$ cat src/rtl/ws2812_rx.sv
// WS2812 receive decoder: measures din high widths, assembles 24-bit GRB pixels, flags latch gaps.
// Optional chained-LED forwarding on dout is enabled by defining WS2812_RX_FWD_EN.
module ws2812_rx #(
    parameter int CLK_MHZ  = 50,
    parameter int GLITCH   = CLK_MHZ / 10,
    parameter int BIT_THR  = (CLK_MHZ * 6) / 10,
    parameter int MAX_HIGH = (CLK_MHZ * 12) / 10,
    parameter int RST_CYC  = CLK_MHZ * 50
) (
    input  logic        sys_clk,
    input  logic        sys_rst,
    input  logic        din,
    output logic [23:0] pix_data,
    output logic        pix_valid,
    output logic [6:0]  pix_idx,
    output logic        frame_done,
    output logic        err,
    output logic        dout
);

    localparam logic [11:0] GLITCH_C  = 12'(GLITCH);
    localparam logic [11:0] BIT_THR_C = 12'(BIT_THR);
    localparam logic [11:0] MAX_C     = 12'(MAX_HIGH);
    localparam logic [11:0] RST_C     = 12'(RST_CYC);
    localparam logic [11:0] CNT_MAX   = 12'hFFF;
    localparam logic [7:0]  PIX_SAT   = 8'd128;

    typedef enum logic [1:0] {SYNC, IDLE, HIGH, LOW} state_t;

    state_t      state, state_next;
    logic        din_m, din_s, din_d;
    logic        rise, fall;
    logic [11:0] high_cnt, low_cnt;
    logic [4:0]  bit_cnt;
    logic [23:0] shreg, shreg_next;
    logic [7:0]  pix_cnt;
    logic        start_high, shift_en, long_err, gap;
    logic        bit_val, pix_done;

    always_ff @(posedge sys_clk) begin
        if (sys_rst) begin
            din_m <= 1'b0;
            din_s <= 1'b0;
            din_d <= 1'b0;
        end else begin
            din_m <= din;
            din_s <= din_m;
            din_d <= din_s;
        end
    end

    assign rise       = din_s & ~din_d;
    assign fall       = ~din_s & din_d;
    assign bit_val    = (high_cnt >= BIT_THR_C);
    assign shreg_next = {shreg[22:0], bit_val};
    assign pix_done   = shift_en && (bit_cnt == 5'd23);

    always_ff @(posedge sys_clk) begin
        if (sys_rst) state <= SYNC;
        else         state <= state_next;
    end

    always_comb begin
        state_next = state;
        start_high = 1'b0;
        shift_en   = 1'b0;
        long_err   = 1'b0;
        gap        = 1'b0;
        case (state)
            SYNC: if (!din_s && low_cnt >= RST_C) state_next = IDLE;
            IDLE: if (rise) begin
                start_high = 1'b1;
                state_next = HIGH;
            end
            HIGH: if (high_cnt > MAX_C) begin
                long_err   = 1'b1;
                state_next = SYNC;
            end else if (fall) begin
                shift_en   = (high_cnt >= GLITCH_C);
                state_next = LOW;
            end
            LOW: if (rise) begin
                start_high = 1'b1;
                state_next = HIGH;
            end else if (low_cnt >= RST_C) begin
                gap        = 1'b1;
                state_next = IDLE;
            end
            default: state_next = SYNC;
        endcase
    end

    // The falling-edge cycle is the first low sample, so the low count restarts at 1 there.
    always_ff @(posedge sys_clk) begin
        if (sys_rst) begin
            high_cnt   <= '0;
            low_cnt    <= '0;
            bit_cnt    <= '0;
            shreg      <= '0;
            pix_cnt    <= '0;
            pix_data   <= '0;
            pix_idx    <= '0;
            pix_valid  <= 1'b0;
            frame_done <= 1'b0;
            err        <= 1'b0;
        end else begin
            pix_valid  <= 1'b0;
            frame_done <= 1'b0;
            err        <= 1'b0;

            if (start_high)                          high_cnt <= 12'd1;
            else if (din_s && high_cnt != CNT_MAX)   high_cnt <= high_cnt + 12'd1;

            if (long_err || din_s)                   low_cnt <= '0;
            else if (state == HIGH)                  low_cnt <= 12'd1;
            else if (low_cnt != CNT_MAX)             low_cnt <= low_cnt + 12'd1;

            if (long_err) begin
                err     <= 1'b1;
                bit_cnt <= '0;
                shreg   <= '0;
                pix_cnt <= '0;
            end else if (gap) begin
                err        <= (bit_cnt != 5'd0);
                frame_done <= (pix_cnt != 8'd0);
                bit_cnt    <= '0;
                shreg      <= '0;
                pix_cnt    <= '0;
            end else if (shift_en) begin
                shreg <= shreg_next;
                if (pix_done) begin
                    bit_cnt   <= '0;
                    pix_data  <= shreg_next;
                    pix_valid <= 1'b1;
                    pix_idx   <= pix_cnt[7] ? 7'd127 : pix_cnt[6:0];
                    if (pix_cnt != PIX_SAT) pix_cnt <= pix_cnt + 8'd1;
                end else begin
                    bit_cnt <= bit_cnt + 5'd1;
                end
            end
        end
    end

`ifdef WS2812_RX_FWD_EN
    logic fwd;

    // Pixel 0 is consumed here; everything after it is passed down the chain.
    always_ff @(posedge sys_clk) begin
        if (sys_rst) begin
            fwd  <= 1'b0;
            dout <= 1'b0;
        end else begin
            if (long_err || gap)                  fwd <= 1'b0;
            else if (pix_done && pix_cnt == 8'd0) fwd <= 1'b1;
            dout <= din_s & fwd;
        end
    end
`else
    assign dout = 1'b0;
`endif

endmodule

$ cat config.mk
export PLATFORM = sky130hd
export DESIGN_NAME = ws2812_rx
export DESIGN_NICKNAME = d
export VERILOG_FILES = /design/src/rtl/ws2812_rx.sv
export SDC_FILE = /design/constraint.sdc
export NUM_CORES = 1
export LEC_CHECK = 0
export BUFFER_PORTS_ARGS = -buffer_cell sky130_fd_sc_hd__buf_2
export CORE_MARGIN = 3
export CORE_UTILIZATION = 35
export CTS_CLUSTER_SIZE = 25
export DETAILED_ROUTE_END_ITERATION = 16
export SETUP_SLACK_MARGIN = 0.02
export SYNTH_ARGS = -nofsm -noshare
export SYNTH_HDL_FRONTEND = slang
export SYNTH_SLANG_ARGS = --single-unit
$ cat constraint.sdc
create_clock -name sys_clk -period 5.3 [get_ports sys_clk]
set_clock_uncertainty 0.05 [all_clocks]
set_input_delay 1.06 -clock sys_clk [delete_from_list [all_inputs] [get_ports sys_clk]]
set_output_delay 1.06 -clock sys_clk [all_outputs]
set_load 0.03 [all_outputs]
==> summary.log, run 1 <==
qor: outcome.run_status finished clean
qor: final_layout.nNetsFinal 544
qor: floorplanning.floorplan.die.height 115 microns
qor: synth.post_synth_arst_share 0%
qor: sta.setup_tns 0 ps
qor: power.powerDensity 312 nW/um^2
qor: final_layout.number_of_filler_instances_in_the_final_layout 1167
qor: final_layout.count_of_antenna_diodes_in_the_layout 0
qor: synth.synth_top_cells_by_count 110 x sky130_fd_sc_hd__nand2_1, 99 x sky130_fd_sc_hd__dfxtp_1, 64 x sky130_fd_sc_hd__a21oi_1
qor: clocking.post-cts-setup-buffer-count 0
qor: final_layout.syn_to_final_growth 13.9%
qor: clocking.cts.clk_slew.worst_paths 70 ps
qor: critical_path.cp-end-kind flip-flop
qor: sta.final_max_slew_viol_count 0
qor: power.max-vdd-ir-drop 0.157 mV
qor: grt.first_global_vias 3269
qor: critical_path.timing_worst_setup_path_type reg2reg
qor: power.net-switching-power 0.336 mW
qor: hold_path.hold_path_class reg2reg
qor: grt.grt_pass1_wl 15.2 mm
qor: critical_path.critPathRequiredTime 5520 ps
qor: critical_path.critPathLaunchType flip-flop
qor: detailed_routing.wl_per_cell 13.0 microns
qor: final_layout.final_layout_size_suffix_gt1_share 11.8%
qor: detailed_routing.detailedRoute.firstPassIterationCount 4
qor: clocking.worstSkewPairLatency 350 ps
qor: clocking.clk_path_buf_depth 2
qor: synth.postSynthAreaPerCell 8.21 sq um
qor: synth.ys_warn_count 0
qor: synth.synth_seq_cells 99
qor: detailed_routing.vias 3437
qor: final_layout.seq_area 1980 sq um
qor: critical_path.path_max_fanout 39
qor: synth.ys_dominant_reg_cell sky130_fd_sc_hd__dfxtp_1
qor: clocking.cts_inserted_buffers 9
qor: grt.gr-total-overflow 0
qor: detailed_routing.drtAntennaViolNets 0
qor: grt.pin_count_of_the_biggest_net_entering_global_routing 43
qor: critical_path.cp_max_stage_cell sky130_fd_sc_hd__or3_1
qor: synth.mappedNetlistNets 522
qor: synth.synthesis.instances 509
qor: grt.grt_antenna_before_repair 0
qor: detailed_routing.first_iter_violations 262
qor: synth.synth_top_area_share 47.4%
qor: final_layout.layout.cell_area.non_filler 4760 sq um
qor: synth.synth_edf_count 0
qor: synth.yosys.cell_types.count 52
qor: synth.synth.area.top_cells sky130_fd_sc_hd__dfxtp_1 47%, sky130_fd_sc_hd__nand2_1 9.9%, sky130_fd_sc_hd__a21oi_1 7.7%, sky130_fd_sc_hd__nor2_1 3.5%, sky130_fd_sc_hd__ha_1 3.0%
qor: sta.layout_min_cycle_time 3350 ps
qor: critical_path.critical_path.cell_chain nand4_1 -> o211ai_1 -> or3_1 -> o21ai_0 -> a21oi_1
qor: floorplanning.top_level_ports 38
qor: final_layout.finish.utilization 41.2%
qor: power.design_internal_power 1.15 mW
qor: detailed_routing.routed_via_density 5.06
qor: clocking.clock_sinks 99
qor: sta.final_hold_vio_count 0
qor: sta.max_freq 299 MHz
qor: power.power_leakage 1.68 nW
qor: sta.fin_hold_ws 397 ps
qor: synth.syn_area 4180 sq um
qor: job.max-cap-violations 0
qor: power.power_frac_clock 46.5%
qor: clocking.cts_hold_repair.buffers 0
qor: place.placed_area 4440 sq um
qor: sta.max_slew.worst_pin.slew 1250 ps
qor: place.place_hpwl 5.74 mm
qor: critical_path.cp_data_arrival_time 3570 ps
qor: clocking.clockRootBuffer sky130_fd_sc_hd__clkbuf_16
qor: place.gp_routability_congestion 0.822
qor: critical_path.worst_path_largest_cell_delay 1070 ps
qor: grt.grt.total_usage 14.2%
qor: clocking.cts_tree yes
qor: final_layout.multi_input_comb_area 2020 sq um
qor: place.port_buffers 36
qor: detailed_routing.routed_wl 8.82 mm
qor: floorplanning.floorplan.initialDensity 36.1%
qor: clocking.cts.htree.levels 3
qor: power.seq_power_share 50.9%
qor: critical_path.kind_of_cell_adding_the_most_delay_to_the_critical_path compound AO/OA/AOI/OAI gates
qor: critical_path.path_buf_inv 0
qor: floorplanning.row_count 39
qor: sta.setup_repair_after_global_routing_missed_its_margin no
qor: clocking.post_cts.resized_instances 0
qor: power.report.power.total 1.49 mW
qor: power.portion_of_total_power_attributed_to_combinational_logic 2.6%
qor: detailed_routing.drc 0
qor: sta.post-route-period-util 63.2%
qor: power.switching_share 22.6%
qor: synth.synth_seq_area_share 47.4%
qor: sta.setup_viol 0
qor: synth.synth.largest_area_cell sky130_fd_sc_hd__dfxtp_1
qor: floorplanning.core_area 11600 sq um
qor: synth.top_count_cell_post_synth sky130_fd_sc_hd__nand2_1
qor: sta.relSlewSlack 17.0%
qor: floorplanning.die_w 115 microns
qor: floorplanning.fp.dieArea 13300 sq um
sequential cells by signal, indices dropped and copies added, names as in the netlist, 2 cells and up:
signal / flops
state: 2
bit_cnt: 5
pix_idx: 7
shreg: 23
low_cnt: 12
pix_data: 24
high_cnt: 12
pix_cnt: 8
worst paths after layout:
check / to / slack [ps] / from / depth (start not counted)
worst min-delay path: din_s / 400 / din_m / 1
worst min register to register: din_s / 400 / din_m / 1
worst max register to register: pix_cnt[3] / 1950 / high_cnt[5] / 5
worst max-delay path: pix_cnt[3] / 1950 / high_cnt[5] / 5
metrics by stage:
step	setup WS, ps	cells
finish	1950	679
global route	1640	679
CTS	1960	679
detailed placement	1980	663
global placement	2100	663
floorplan	2980	509
layout make-up:
class                           instances  area share, %
Inverter                               16           1.26
Multi-Input combinational cell        366           42.4
Sequential cell                        99           41.6
Timing Repair Buffer                   39           4.26
Clock inverter                          6           1.66
Tap cell                              143           3.76
Clock buffer                           10           5.02
power groups by stage:
| stage | logic (mW) | registers (mW) | clock network (mW) |
|---|---|---|---|
| global placement | 0.0372 | 0.773 | 0 |
| finish | 0.0384 | 0.756 | 0.691 |
| CTS | 0.0387 | 0.756 | 0.715 |
| global route | 0.0442 | 0.757 | 0.741 |
| detailed placement | 0.0385 | 0.773 | 0 |
| floorplan | 0.0320 | 0.771 | 0 |
layer usage:
| metal | GRT usage [%] | wire (microns) | vias to the layer above |
|---|---|---|---|
| met5 | 0 | 0 | - |
| met4 | 6.57 | 181 | 0 |
| met3 | 3.00 | 229 | 10 |
| met2 | 22.9 | 4070 | 51 |
| met1 | 18.3 | 4340 | 1599 |
| li1 | - | - | 1777 |
cells by family (layout without fill, tap and decap cells):
kind of cell	count (synthesis)	count (layout)	share of synthesized area, %
flops	99	99	47.4
simple gates	237	237	27.2
mux	4	4	0.958
buf+inv	44	71	4.40
fa+ha+maj	10	10	2.99
compound gates	97	97	13.4
other cells	1	1	0.0897
xor+xnor	17	17	3.56
cell usage in the layout, fill, tap and decap left out, types with 2 or more instances in the layout:
cell,n
sky130_fd_sc_hd__nand2b_1,6
sky130_fd_sc_hd__nor4_2,2
sky130_fd_sc_hd__a21oi_1,64
sky130_fd_sc_hd__nor3_1,18
sky130_fd_sc_hd__a31oi_1,3
sky130_fd_sc_hd__nand3_1,11
sky130_fd_sc_hd__nor2b_1,2
sky130_fd_sc_hd__inv_1,16
sky130_fd_sc_hd__or3_1,9
sky130_fd_sc_hd__clkbuf_16,9
sky130_fd_sc_hd__inv_8,2
sky130_fd_sc_hd__nand2_1,110
sky130_fd_sc_hd__or4_1,2
sky130_fd_sc_hd__and3_1,4
sky130_fd_sc_hd__and4b_1,2
sky130_fd_sc_hd__xnor2_1,5
sky130_fd_sc_hd__nand4_1,13
sky130_fd_sc_hd__dfxtp_1,99
sky130_fd_sc_hd__buf_4,3
sky130_fd_sc_hd__a211oi_1,4
sky130_fd_sc_hd__o211ai_1,2
sky130_fd_sc_hd__o31ai_1,2
sky130_fd_sc_hd__inv_6,2
sky130_fd_sc_hd__ha_1,10
sky130_fd_sc_hd__nor2_1,39
sky130_fd_sc_hd__o21ai_0,12
sky130_fd_sc_hd__xor2_1,12
sky130_fd_sc_hd__nand3b_1,2
sky130_fd_sc_hd__mux2i_1,4
sky130_fd_sc_hd__buf_2,36
sky130_fd_sc_hd__nor4_1,3
sky130_fd_sc_hd__and2_1,4
No activity file was read; power rests on OpenSTA's default activity.
==> run 2, diff against run 1 <==
- ABC_AREA: unset -> 1
- clock period: 5.3 -> 3.3 ns (I/O delays scaled with it)
==> summary.log, run 2 <==
qor: outcome.run_status finished clean
qor: floorplanning.die_w 122 microns
qor: critical_path.timing.reg2reg.worst_path_depth 11
qor: detailed_routing.vias 3963
qor: clocking.worstSkewPairLatency 340 ps
qor: place.place_hpwl 6.87 mm
qor: synth.syn_area 4720 sq um
qor: synth.synth.area.top_cells sky130_fd_sc_hd__dfxtp_1 42%, sky130_fd_sc_hd__nand2_1 14%, sky130_fd_sc_hd__a21oi_1 6.8%, sky130_fd_sc_hd__nand3_2 5.3%, sky130_fd_sc_hd__inv_1 3.8%
qor: synth.post_synth_arst_share 0%
qor: power.max-vdd-ir-drop 0.225 mV
qor: power.net-switching-power 0.486 mW
qor: critical_path.worst_path_largest_cell_delay 440 ps
qor: power.switching_share 20.3%
qor: detailed_routing.wl_per_cell 12.1 microns
qor: clocking.cts.htree.levels 3
qor: hold_path.hold_path.startpoint din_m
qor: detailed_routing.first_iter_violations 259
qor: final_layout.nNetsFinal 657
qor: job.max-cap-violations 0
qor: hold_path.hold_path_class reg2reg
qor: critical_path.cp_data_arrival_time 2400 ps
qor: power.portion_of_total_power_attributed_to_combinational_logic 2.3%
qor: final_layout.seq_area 1980 sq um
qor: power.design_internal_power 1.91 mW
qor: synth.synth_top_area_share 42.0%
qor: detailed_routing.routed_via_density 4.83
qor: floorplanning.floorplan.initialDensity 36.5%
qor: synth.top_count_cell_post_synth sky130_fd_sc_hd__nand2_1
qor: floorplanning.floorplan.die.height 122 microns
qor: final_layout.reg_top3 pix_data x24, shreg x23
qor: sta.setup_viol 0
qor: clocking.post-cts-setup-buffer-count 0
qor: sta.final_hold_vio_count 0
qor: clocking.clockRootBuffer sky130_fd_sc_hd__clkbuf_16
qor: grt.gr-total-overflow 0
qor: power.seq_power_share 50.2%
qor: final_layout.final_layout_size_suffix_gt1_share 18.8%
qor: final_layout.regMostFlops pix_data
qor: critical_path.rr_startpoint high_cnt[0]
qor: detailed_routing.detailedRoute.firstPassIterationCount 4
qor: synth.ys_warn_count 0
qor: final_layout.final_cell_mix 173 x sky130_fd_sc_hd__nand2_1, 99 x sky130_fd_sc_hd__dfxtp_1, 64 x sky130_fd_sc_hd__a21oi_1, 48 x sky130_fd_sc_hd__inv_1, 44 x sky130_fd_sc_hd__nor2_1
qor: clocking.clk_path_buf_depth 2
qor: detailed_routing.drtAntennaViolNets 0
qor: grt.grt_antenna_before_repair 0
qor: synth.postSynthAreaPerCell 7.66 sq um
qor: final_layout.final_common_cell sky130_fd_sc_hd__nand2_1
qor: place.gp_routability_congestion 0.845
qor: synth.synthesis.instances 617
qor: final_layout.number_of_filler_instances_in_the_final_layout 1352
qor: critical_path.critical_path.cell_chain inv_1 -> ha_1 -> inv_1 -> o21ai_0 -> nand2_1 -> nand4_2 -> nor2_4 -> buf_4 -> nand3_2 -> nand2_1 -> a21oi_1
qor: synth.mappedNetlistNets 630
qor: critical_path.cp-end-kind flip-flop
qor: critical_path.critPathLaunchType flip-flop
qor: clocking.cts_hold_repair.buffers 0
qor: critical_path.cp_max_stage_cell sky130_fd_sc_hd__dfxtp_1
qor: critical_path.path_buf_inv 3
qor: power.power_frac_clock 47.5%
qor: power.power_leakage 2.02 nW
qor: synth.synth_seq_area_share 42.0%
qor: grt.first_global_vias 3703
qor: final_layout.count_of_antenna_diodes_in_the_layout 0
qor: hold_path.worstHoldEndpoint din_s
qor: floorplanning.top_level_ports 38
qor: floorplanning.core_area 12900 sq um
qor: place.place_worst_setup_slack 1020 ps
qor: final_layout.finish.utilization 41.0%
qor: clocking.cts.clk_slew.worst_paths 70 ps
qor: floorplanning.fp.dieArea 14900 sq um
qor: critical_path.path_max_fanout 38
qor: clocking.clock_sinks 99
qor: sta.setup_slack 1040 ps
qor: final_layout.largest_reg_flops 24
qor: synth.yosys.cell_types.count 34
qor: sta.final_max_slew_viol_count 0
qor: power.powerDensity 453 nW/um^2
qor: critical_path.reg2reg_setup_slack 1040 ps
qor: synth.synth.largest_area_cell sky130_fd_sc_hd__dfxtp_1
qor: synth.synth_edf_count 0
qor: critical_path.r2r-end pix_cnt[5]
qor: grt.grt_pass1_wl 17.2 mm
qor: detailed_routing.routed_wl 9.90 mm
qor: hold_path.hold_depth 2
qor: clocking.post_cts.resized_instances 0
qor: sta.relSlewSlack 57.3%
qor: clocking.cts_inserted_buffers 9
qor: grt.pin_count_of_the_biggest_net_entering_global_routing 39
qor: critical_path.kind_of_cell_adding_the_most_delay_to_the_critical_path simple AND/OR/NAND/NOR gates
qor: synth.synth_top_cells_by_count 173 x sky130_fd_sc_hd__nand2_1, 99 x sky130_fd_sc_hd__dfxtp_1, 64 x sky130_fd_sc_hd__a21oi_1
qor: sta.setup_repair_after_global_routing_missed_its_margin no
qor: clocking.cts_tree yes
qor: place.port_buffers 36
qor: sta.layout_min_cycle_time 2260 ps
qor: grt.grt.total_usage 14.1%
qor: synth.synth_seq_cells 99
qor: floorplanning.row_count 41
qor: detailed_routing.drc 0
qor: sta.setup_tns 0 ps
qor: sta.max_freq 442 MHz
qor: critical_path.critPathRequiredTime 3440 ps
qor: synth.ys_dominant_reg_cell sky130_fd_sc_hd__dfxtp_1
qor: critical_path.timing_worst_setup_path_type reg2reg
qor: final_layout.syn_to_final_growth 12.2%
qor: sta.max_slew.worst_pin.slew 638 ps
qor: sta.post-route-period-util 68.5%
qor: final_layout.multi_input_comb_area 2360 sq um
[run 2: how the worst max path moves through the flow]
stage	start	endpoint	depth (start not counted)
after floorplan	high_cnt[0]	pix_data[21]	11
after global placement	high_cnt[0]	pix_cnt[6]	11
after detailed placement	high_cnt[0]	pix_cnt[5]	11
after CTS	high_cnt[0]	pix_cnt[5]	11
after global routing	high_cnt[0]	pix_cnt[4]	11
final	high_cnt[0]	pix_cnt[5]	11
[run 2: power groups by stage]
stage          logic [mW]  clock network (mW)  registers (mW)
2_1_floorplan      0.0453                   0            1.23
3_3_place_gp       0.0544                   0            1.23
3_5_place_dp       0.0555                   0            1.23
4_1_cts            0.0557                1.18            1.21
5_1_grt            0.0630                1.22            1.21
6_report           0.0551                1.14            1.21
[run 2: cell families after synthesis]
| group | Yosys count | synth area share, % |
|---|---|---|
| and+or+nand+nor | 319 | 32.6 |
| other | 1 | 0.0794 |
| xor gates and xnor gates | 14 | 2.60 |
| AOI/OAI and AO/OA | 97 | 11.9 |
| DFF | 99 | 42.0 |
| buffers and inverters | 77 | 8.13 |
| adders and majority gates | 10 | 2.65 |
[run 2: area by class of cell]
class                      count  share of cell area, %
inverter                      53                   3.76
tap                          172                   4.06
clock inverter                 4                   1.39
multi-input combinational    441                   44.6
sequential                    99                   37.4
clock buffer                  11                   4.77
timing repair buffer          40                   3.97
[run 2: through the flow]
| step | area, sq um | std cells | power (mW) | hold WS [ps] |
|---|---|---|---|---|
| finish | 5300 | 820 | 2.40 | 360 |
| CTS | 5300 | 820 | 2.44 | 363 |
| global placement | 4970 | 805 | 1.29 | 343 |
| global route | 5300 | 820 | 2.49 | 390 |
| floorplan | 4720 | 617 | 1.28 | 338 |
| detailed placement | 4970 | 805 | 1.29 | 354 |
[run 2: worst reg2reg max path, cell delays in order (launching register included)]
cell and delay, ps:
sky130_fd_sc_hd__dfxtp_1 440, sky130_fd_sc_hd__inv_1 130, sky130_fd_sc_hd__ha_1 210, sky130_fd_sc_hd__inv_1 40
sky130_fd_sc_hd__o21ai_0 80, sky130_fd_sc_hd__nand2_1 120, sky130_fd_sc_hd__nand4_2 110, sky130_fd_sc_hd__nor2_4 120
sky130_fd_sc_hd__buf_4 420, sky130_fd_sc_hd__nand3_2 200, sky130_fd_sc_hd__nand2_1 110, sky130_fd_sc_hd__a21oi_1 70
[run 2: routing by layer]
layer,vias up,global-route usage (%),routed length [microns]
met3,6,3.71,338
li1,2062,-,-
met2,52,22.3,4480
met4,0,4.13,90
met5,-,0,0
met1,1843,18.9,5000
==> run 3, diff against run 2 <==
- clock period: 3.3 -> 2.1 ns (I/O delays scaled with it)
==> summary.log, run 3 (synthesized netlist as in run 2, its figures left out) <==
qor: sta.fin_hold_ws 222 ps
qor: power.max-vdd-ir-drop 0.371 mV
qor: sta.max_slew.worst_pin.slew 527 ps
qor: floorplanning.floorplan.initialDensity 36.5%
qor: grt.first_global_vias 3798
qor: sta.max_freq 530 MHz
qor: critical_path.worst_path_largest_cell_delay 370 ps
qor: critical_path.critical_path.cell_chain inv_1 -> ha_1 -> inv_1 -> o21ai_1 -> nand2_1 -> nand4_2 -> nor2_4 -> buf_4 -> buf_12 -> nand3_2 -> nand2_1 -> a21oi_1
qor: clocking.cts.clk_slew.worst_paths 60 ps
qor: floorplanning.floorplan.die.height 122 microns
qor: critical_path.r2r-end pix_cnt[1]
qor: clocking.clockRootBuffer sky130_fd_sc_hd__clkbuf_16
qor: final_layout.final_common_cell sky130_fd_sc_hd__nand2_1
qor: grt.grt.total_usage 14.4%
qor: critical_path.path_buf_inv 4
qor: detailed_routing.routed_wl 10.4 mm
qor: floorplanning.row_count 41
qor: floorplanning.core_area 12900 sq um
qor: clocking.clock_sinks 99
qor: power.net-switching-power 0.801 mW
qor: critical_path.timing.reg2reg.worst_path_depth 12
qor: detailed_routing.detailedRoute.firstPassIterationCount 4
qor: power.switching_share 21.9%
qor: place.port_buffers 36
qor: final_layout.nNetsFinal 669
qor: critical_path.critPathRequiredTime 2280 ps
qor: critical_path.rr_startpoint high_cnt[0]
qor: grt.grt_antenna_before_repair 0
qor: sta.setup_slack 214 ps
qor: critical_path.cp_data_arrival_time 2070 ps
qor: place.placed_cells 812
qor: power.report.power.total 3.67 mW
qor: sta.setup_repair_after_global_routing_missed_its_margin no
qor: power.portion_of_total_power_attributed_to_combinational_logic 2.5%
qor: power.powerDensity 675 nW/um^2
qor: grt.grt_pass1_wl 17.4 mm
qor: job.max-cap-violations 0
qor: final_layout.syn_to_final_growth 15.0%
qor: detailed_routing.first_iter_violations 378
qor: outcome.run_status finished clean
qor: hold_path.worstHoldEndpoint din_m
qor: power.seq_power_share 51.7%
qor: sta.final_max_slew_viol_count 0
qor: detailed_routing.routed_via_density 4.82
qor: critical_path.timing_worst_setup_path_type reg2reg
qor: detailed_routing.drc 0
qor: clocking.cts_inserted_buffers 9
qor: sta.layout_min_cycle_time 1890 ps
qor: clocking.clk_path_buf_depth 2
qor: sta.relSlewSlack 64.6%
qor: critical_path.cp-startpoint high_cnt[0]
qor: critical_path.path_max_fanout 10
qor: sta.setup_tns 0 ps
qor: final_layout.final_cells 832
qor: final_layout.final_cell_mix 173 x sky130_fd_sc_hd__nand2_1, 97 x sky130_fd_sc_hd__dfxtp_1, 64 x sky130_fd_sc_hd__a21oi_1, 48 x sky130_fd_sc_hd__inv_1, 44 x sky130_fd_sc_hd__nor2_1
qor: grt.gr-total-overflow 0
qor: clocking.cts_tree yes
qor: clocking.cts.htree.levels 3
qor: place.place_worst_setup_slack 74.4 ps
qor: clocking.worstSkewPairLatency 350 ps
qor: hold_path.hold_depth 3
qor: final_layout.largest_reg_flops 24
qor: sta.setup_viol 0
qor: place.gp_routability_congestion 0.842
qor: critical_path.cp_max_stage_cell sky130_fd_sc_hd__dfxtp_4
qor: hold_path.hold_path_class in2reg
qor: detailed_routing.wl_per_cell 12.5 microns
qor: final_layout.finish.utilization 42.0%
qor: critical_path.reg2reg_setup_slack 210 ps
qor: hold_path.hold_path.startpoint din
qor: detailed_routing.drtAntennaViolNets 0
qor: power.power_leakage 2.08 nW
qor: final_layout.count_of_antenna_diodes_in_the_layout 0
qor: critical_path.cp-end-kind flip-flop
qor: power.power_frac_clock 45.9%
qor: floorplanning.fp.dieArea 14900 sq um
qor: final_layout.layout.cell_area.non_filler 5430 sq um
qor: final_layout.final_layout_size_suffix_gt1_share 20.6%
qor: final_layout.reg_top3 pix_data x24, shreg x23
qor: sta.post-route-period-util 89.8%
qor: place.placed_area 5050 sq um
qor: power.design_internal_power 2.86 mW
qor: critical_path.kind_of_cell_adding_the_most_delay_to_the_critical_path simple AND/OR/NAND/NOR gates
qor: final_layout.regMostFlops pix_data
qor: sta.final_hold_vio_count 0
qor: grt.pin_count_of_the_biggest_net_entering_global_routing 39
qor: place.place_hpwl 7.21 mm
qor: floorplanning.die_w 122 microns
qor: detailed_routing.vias 4011
qor: floorplanning.top_level_ports 38
qor: critical_path.critPathLaunchType flip-flop
## run 3: cell types whose count changed in the layout (fill, tap and decap cells not counted), sizes merged
| cell | previous run | this run |
|---|---|---|
| bufinv | 2 | 1 |
| inv | 53 | 54 |
| clkinv | 2 | 3 |
| buf | 40 | 50 |
| clkbuf | 11 | 12 |
## run 3: power by group through the flow
stage          Clock, mW  Combinational (mW)  Sequential (mW)
6_report            1.68              0.0901             1.89
5_1_grt             1.79               0.103             1.89
4_1_cts             1.72              0.0906             1.89
3_5_place_dp           0              0.0903             1.94
3_3_place_gp           0              0.0887             1.94
2_1_floorplan          0              0.0712             1.94
## run 3: worst max-delay path by stage
| stage | slack, ps | depth (start not counted) | end |
|---|---|---|---|
| after global routing | 50 | 10 | shreg[1] |
| after global placement | 190 | 11 | pix_cnt[5] |
| after detailed placement | 70 | 11 | pix_cnt[1] |
| final | 210 | 12 | pix_cnt[1] |
| after CTS | 80 | 11 | pix_cnt[1] |
| after floorplan | 380 | 11 | pix_data[21] |
## run 3: per-layer routing
layer / part of all wire [%] / routed length [microns] / track usage, % / vias up
met5: 0 / 0 / 0 / -
met4: 1.5 / 161 / 6.51 / 0
met3: 3.9 / 409 / 2.23 / 10
met2: 46 / 4750 / 23.4 / 68
met1: 49 / 5080 / 18.8 / 1843
li1: - / - / - / 2090
## run 3: cell type report
cell class | count | area, sq um
fill | 1334 | 7490
multi-input combinational | 441 | 2360
sequential | 99 | 1990
timing repair buffer | 52 | 364
clock buffer | 10 | 239
tap | 172 | 215
inverter | 53 | 201
clock inverter | 5 | 61.3
## run 3: worst register-to-register path, delay by kind of cell (launching register included)
family          cells  cell delay, ps
compound gates      2             120
fa+ha+maj           1             200
buf+inv             4             400
flops               1             370
simple gates        5             640
## run 3: what timing repair did
item	in CTS	in global routing
gates resized for setup	0	7
endpoints found under the setup margin	0	56
hold buffers	0	0
endpoints found under the hold margin	0	0
setup buffers	0	3
